File: src/rtl/sd_wr_sched.sv
// sd_wr_sched -- multi-sector write scheduler for the SPI-mode SD write engine.
//
// Takes a job of N consecutive sectors from a base address and feeds the
// single-block write engine one request at a time. It waits for each block to
// complete, inserts GAP_CYC idle cycles, then issues the next sector.
//
// Optional feature macro: SD_WR_TIMEOUT_EN. When it is defined, a watchdog in
// WAIT_ACK/WAIT_DONE ends a stuck job with job_err. When it is undefined,
// job_err is tied low and the TIMEOUT_CYC parameter does not exist.
//
// Ports:
//   clk_25m, rst        clock, synchronous active-high reset
//   sd_init_done        card ready; job_start is ignored while low
//   job_start           pulse; samples job_sec_base / job_sec_num
//   job_abort           pulse; the job stops at the next sector boundary
//   job_busy/job_done   job status; job_done is a one-cycle end pulse
//   job_err             one-cycle pulse with job_done on watchdog expiry
//   sec_done_cnt        sectors completed in the current/last job
//   wr_start_en, sec    request to engine, held until wr_busy is seen
//   wr_busy             engine busy / acknowledge
//   sd_block_wdone      engine block-done level (rising edge = block done)
module sd_wr_sched #(
  parameter int CNT_W   = 16,
  parameter int GAP_CYC = 8     // must be >= 1
`ifdef SD_WR_TIMEOUT_EN
  , parameter int TIMEOUT_CYC = 25_000_000
`endif
) (
  input  logic             clk_25m,
  input  logic             rst,
  input  logic             sd_init_done,
  input  logic             job_start,
  input  logic [31:0]      job_sec_base,
  input  logic [CNT_W-1:0] job_sec_num,
  input  logic             job_abort,
  output logic             job_busy,
  output logic             job_done,
  output logic             job_err,
  output logic [CNT_W-1:0] sec_done_cnt,
  output logic             wr_start_en,
  output logic [31:0]      sec,
  input  logic             wr_busy,
  input  logic             sd_block_wdone
);

  typedef enum logic [2:0] {
    S_IDLE, S_ISSUE, S_WAIT_ACK, S_WAIT_DONE, S_GAP, S_FINISH
  } state_e;

  state_e           state_q;
  logic [31:0]      cur_sec_q;
  logic [CNT_W-1:0] remaining_q;
  logic [15:0]      gap_q;
  logic             abort_q;
  logic             wdone_q;
  logic             job_busy_q, job_done_q, wr_start_en_q;
  logic [31:0]      sec_q;
  logic [CNT_W-1:0] sec_done_cnt_q;

  // The engine holds done high between blocks, so only a rising edge counts.
  logic             done_edge;
  logic [CNT_W-1:0] rem_dec;
  assign done_edge = sd_block_wdone & ~wdone_q;
  assign rem_dec   = remaining_q - CNT_W'(1);

`ifdef SD_WR_TIMEOUT_EN
  logic [31:0] wd_q;
  logic        job_err_q;
  logic        wd_hit;
  assign wd_hit  = (wd_q == 32'(TIMEOUT_CYC - 1));
  assign job_err = job_err_q;
`else
  assign job_err = 1'b0;
`endif

  always_ff @(posedge clk_25m) begin
    if (rst) begin
      state_q        <= S_IDLE;
      cur_sec_q      <= '0;
      remaining_q    <= '0;
      gap_q          <= '0;
      abort_q        <= 1'b0;
      wdone_q        <= 1'b0;
      job_busy_q     <= 1'b0;
      job_done_q     <= 1'b0;
      wr_start_en_q  <= 1'b0;
      sec_q          <= '0;
      sec_done_cnt_q <= '0;
`ifdef SD_WR_TIMEOUT_EN
      wd_q           <= '0;
      job_err_q      <= 1'b0;
`endif
    end else begin
      wdone_q    <= sd_block_wdone;
      job_done_q <= 1'b0;
`ifdef SD_WR_TIMEOUT_EN
      job_err_q  <= 1'b0;
`endif
      // Sticky abort; it is only acted on at a sector boundary.
      if (state_q != S_IDLE && job_abort) abort_q <= 1'b1;

      case (state_q)
        S_IDLE: begin
          if (job_start && sd_init_done) begin
            cur_sec_q      <= job_sec_base;
            remaining_q    <= job_sec_num;
            sec_done_cnt_q <= '0;
            abort_q        <= 1'b0;
            job_busy_q     <= 1'b1;
            state_q        <= (job_sec_num == '0) ? S_FINISH : S_ISSUE;
          end
        end
        S_ISSUE: begin
          if (!wr_busy) begin
            sec_q         <= cur_sec_q;
            wr_start_en_q <= 1'b1;
            state_q       <= S_WAIT_ACK;
`ifdef SD_WR_TIMEOUT_EN
            wd_q          <= '0;
`endif
          end
        end
        S_WAIT_ACK: begin
          if (wr_busy) begin
            wr_start_en_q <= 1'b0;
            state_q       <= S_WAIT_DONE;
`ifdef SD_WR_TIMEOUT_EN
            wd_q          <= '0;
          end else if (wd_hit) begin
            wr_start_en_q <= 1'b0;
            job_err_q     <= 1'b1;
            job_done_q    <= 1'b1;
            job_busy_q    <= 1'b0;
            state_q       <= S_IDLE;
          end else begin
            wd_q          <= wd_q + 32'd1;
`endif
          end
        end
        S_WAIT_DONE: begin
          if (done_edge) begin
            cur_sec_q      <= cur_sec_q + 32'd1;
            sec_done_cnt_q <= sec_done_cnt_q + CNT_W'(1);
            remaining_q    <= rem_dec;
            gap_q          <= '0;
            // A done edge coinciding with job_abort still ends the job here.
            state_q        <= (rem_dec == '0 || abort_q || job_abort) ? S_FINISH : S_GAP;
`ifdef SD_WR_TIMEOUT_EN
          end else if (wd_hit) begin
            wr_start_en_q <= 1'b0;
            job_err_q     <= 1'b1;
            job_done_q    <= 1'b1;
            job_busy_q    <= 1'b0;
            state_q       <= S_IDLE;
          end else begin
            wd_q          <= wd_q + 32'd1;
`endif
          end
        end
        S_GAP: begin
          if (gap_q == 16'(GAP_CYC - 1)) state_q <= S_ISSUE;
          else                           gap_q   <= gap_q + 16'd1;
        end
        S_FINISH: begin
          job_done_q <= 1'b1;
          job_busy_q <= 1'b0;
          state_q    <= S_IDLE;
        end
        default: state_q <= S_IDLE;
      endcase
    end
  end

  assign job_busy     = job_busy_q;
  assign job_done     = job_done_q;
  assign wr_start_en  = wr_start_en_q;
  assign sec          = sec_q;
  assign sec_done_cnt = sec_done_cnt_q;

endmodule
File: config.mk
export PLATFORM = sky130hd
export DESIGN_NAME = sd_wr_sched
export DESIGN_NICKNAME = d
export VERILOG_FILES = /design/src/rtl/sd_wr_sched.sv
export SDC_FILE = /design/constraint.sdc
export NUM_CORES = 1
export LEC_CHECK = 0
export CAP_MARGIN = 30
export CORE_MARGIN = 2
export CORE_UTILIZATION = 28
export CTS_CLUSTER_SIZE = 25
export DETAILED_ROUTE_END_ITERATION = 8
export PLACE_DENSITY = 0.5
export SLEW_MARGIN = 20
export SYNTH_ARGS = -nofsm -noshare
export SYNTH_HDL_FRONTEND = slang
export SYNTH_SLANG_ARGS = --single-unit
File: constraint.sdc
create_clock -name clk_25m -period 2.35 [get_ports clk_25m]
set_input_delay 0.47 -clock clk_25m [delete_from_list [all_inputs] [get_ports clk_25m]]
set_output_delay 0.47 -clock clk_25m [all_outputs]
set_load 0.01 [all_outputs]
==> results.md <==
- Area Growth Syn to Fin: 36.4%
- Ratio of cells with drive above 1 in the final layout: about a tenth
- Worst Path Max Fanout: 5
- Post-Syn Area: around 6300 sq um
- Commonest non-fill, non-tap cell in the layout: nand2_1
- H-tree Lvls: 4
- Type of the worst setup path: flop to flop
- Placed inst area: slightly below 8000 sq um
- CP Capture Type: flop
- Total gr overflow: 0
- Core area: between 20000 and 25000 sq um
- Pwr Density: ~650 nW/um^2
- Num Clock Sinks: 120
- Hold WS: roughly 0.45 ns
- Wire per inst: roughly 16 microns
- Worst-path clk slew: 0.06 ns
- Skew final: 0.00727 ns
- Final hold viol count: 0
- Initial DRT Pass Iterations: 5
- M1 wire length: 9930 microns
- Nets: a little over 1000
- Yosys reg bits: between 100 and 150
- TritonCTS buffer count: 17
- Largest net degree at the start of global routing: 87
- Met3 WL: about 900 microns
- Routed WL: approximately 20000 microns
- Run status: complete, no violations
- Post-synth cell types: 66
- RSZ-0062 raised after global routing: false
- Die W: approximately 150 microns
- MaxCap Viol Count: 0
- Leading cell types in the layout, fill and taps excluded: nand2_1 (157), dfxtp_1 (120), a21oi_1 (108), clkdlybuf4s50_1 (104)
- Number of top-level pins: 107
- DRC errors left: 0
- Setup TNS: 0 ns
- Worst Max-Slew Pin Slew: just over 0.6 ns
- Mapped Cells: between 800 and 900
- Fmax: ~460 MHz
- Async set or reset register ratio after synthesis: 0%
- Post-synth EDFFs: 0
- Post-DRT Antenna Nets: 0
- Num rows: 54
- Chip Height: approximately 150 microns
- Ys flop type: dfxtp_1
- Mean Syn Cell Area: between 7 and 8 sq um
- Yosys warnings: 0
- Buf+Inv Stages, Crit Path: 1
- Port bufs: between 100 and 150
- Final Cell Area: between 8000 and 9000 sq um
- Top delay family on crit path: simple AND/OR/NAND/NOR gates
- CP Cell Sequence: inv_1 > ha_2 > or3b_1 > o32ai_2 > a22oi_1 > or4_1 > o31ai_2
- Max Transition Viols Final: 0
- Top layer in use: met4
- Die area: approximately 24000 sq um
- Post-DR vias/cell: roughly 5.2
- Syn_nets: between 800 and 900
- Arrival @ worst endpoint: between 2 and 3 ns
- Worst path max stage delay: between 0.5 and 0.6 ns
- Routed vias: 6480
- Required @ worst endpoint: around 2.7 ns
- Antenna violations before repair: 1
- HP Class: primary input to flop
- CTS tree: built
- Post-DP HPWL: 13700 microns
- Detailed Route Iter0 Violations: 437
- Clock Latency Late Sink: 0.41 ns
- Startpoint types: flop
- Sequential share of the synthesized area: between 30% and 40%
- GPL Wtd Cong: between 0.8 and 0.9
- Leak: roughly 2.9 nW
- Vias in the first global route: approximately 6000
- Fin crit period: around 2.2 ns
- Fill cells: approximately 2200
- Final Cycle Share: between 90 and 100%
- Peak supply drop: 0.000446 V
- Initial Util: 28.7%
- Met2 WL: between 8000 and 9000 microns
- Final setup vio count: 0
- Critical path's slowest cell: or4_1
- Global-route wire length before repair: between 30000 and 40000 microns
- Relative slew slack: between 50 and 60%
- Maximum buffer depth of the clock tree: 2
- Gr usage total: between 10% and 20%
- Clock root buffer: clkbuf_16
-- worst paths after layout --
path | startpoint | cells past startpoint | slack [ns] | endpoint
max | remaining_q[0] | 7 | 0.17 | state_q[0]
max reg2reg | remaining_q[0] | 7 | 0.17 | state_q[0]
min reg2reg | sec[13] | 2 | 0.45 | sec[13]
min | rst | 4 | 0.45 | cur_sec_q[30]
-- synth_stat cells (10+ instances only) --
cell type / number / area [sq um]
or4_1: 18 / 135
dfxtp_1: 120 / 2400
clkbuf_1: 52 / 195
or3_1: 15 / 93.8
o21ai_0: 33 / 165
a21oi_1: 108 / 541
nand4_1: 24 / 150
nor3_1: 23 / 115
inv_1: 16 / 60.1
and3_1: 10 / 62.6
nor4_1: 13 / 81.3
o31ai_1: 21 / 158
o21ai_1: 11 / 55.1
nand2_1: 157 / 589
nand3_1: 25 / 125
nor2_1: 48 / 180
-- flip-flops by register name, summed over array words and instances, names as in the netlist --
| name | count |
|---|---|
| sec_done_cnt | 16 |
| state_q | 3 |
| remaining_q | 16 |
| sec | 32 |
| cur_sec_q | 32 |
| wdone_q | 1 |
| wr_start_en | 1 |
| job_busy | 1 |
| job_done | 1 |
| gap_q | 16 |
| abort_q | 1 |
-- where the power goes --
part | internal, mW | leakage [nW] | switching [mW]
Clock | 1.72 | 0.289 | 0.946
Sequential | 2.11 | 0.973 | 0.0838
Combinational | 0.359 | 1.64 | 0.405
-- what timing repair did --
action                     in CTS  in global routing
buffers inserted                0                  0
setup endpoints to repair       0                  1
hold buffers                    0                  0
gates resized for setup         0                  2
-- per-layer routing --
layer / global-route usage, % / up-vias
li1: - / 3311
met1: 24.2 / 3026
met2: 26.0 / 134
met3: 3.18 / 9
met4: 4.72 / 0
met5: 0 / -
-- worst register-to-register path, cell delays in order (launching register included) --
cell	delay, ns
dfxtp_1	0.33
inv_1	0.10
ha_2	0.23
or3b_1	0.40
o32ai_2	0.23
a22oi_1	0.11
or4_1	0.54
o31ai_2	0.17
-- stage by stage --
step	util, %	power, mW	instances	setup WS (ns)
floorplan	-	2.63	839	0.175
global placement	36.2	2.99	1215	0.0576
detailed placement	36.2	2.99	1215	0.0230
CTS	38.9	5.68	1244	0.139
global route	39.1	5.87	1246	0.0545
finish	39.1	5.63	1246	0.165
-- kinds of logic (layout without fill, tap and decap cells) --
logic type / count (synthesis) / in the layout / synth area share, %
adder cells (fa/ha/maj): 5 / 5 / 0.993
XOR/XNOR: 11 / 11 / 1.53
AO/OA/AOI/OAI: 245 / 245 / 23.8
AND/OR/NAND/NOR: 368 / 368 / 28.8
buffers and inverters: 79 / 205 / 4.99
other: 1 / 2 / 0.0595
multiplexers: 10 / 10 / 1.67
flip-flops: 120 / 120 / 38.1
-- layout make-up --
| type | count | area, sq um | area share (%) |
|---|---|---|---|
| antenna | 1 | 2.50 | 0.0291 |
| clock buffer | 20 | 467 | 5.43 |
| clock inverter | 9 | 125 | 1.46 |
| inverter | 16 | 60.1 | 0.699 |
| multi-input combinational | 640 | 3630 | 42.3 |
| sequential | 120 | 2400 | 28.0 |
| tap | 280 | 350 | 4.08 |
| timing repair buffer | 160 | 1550 | 18.1 |
(Power assumes the default switching activity.)
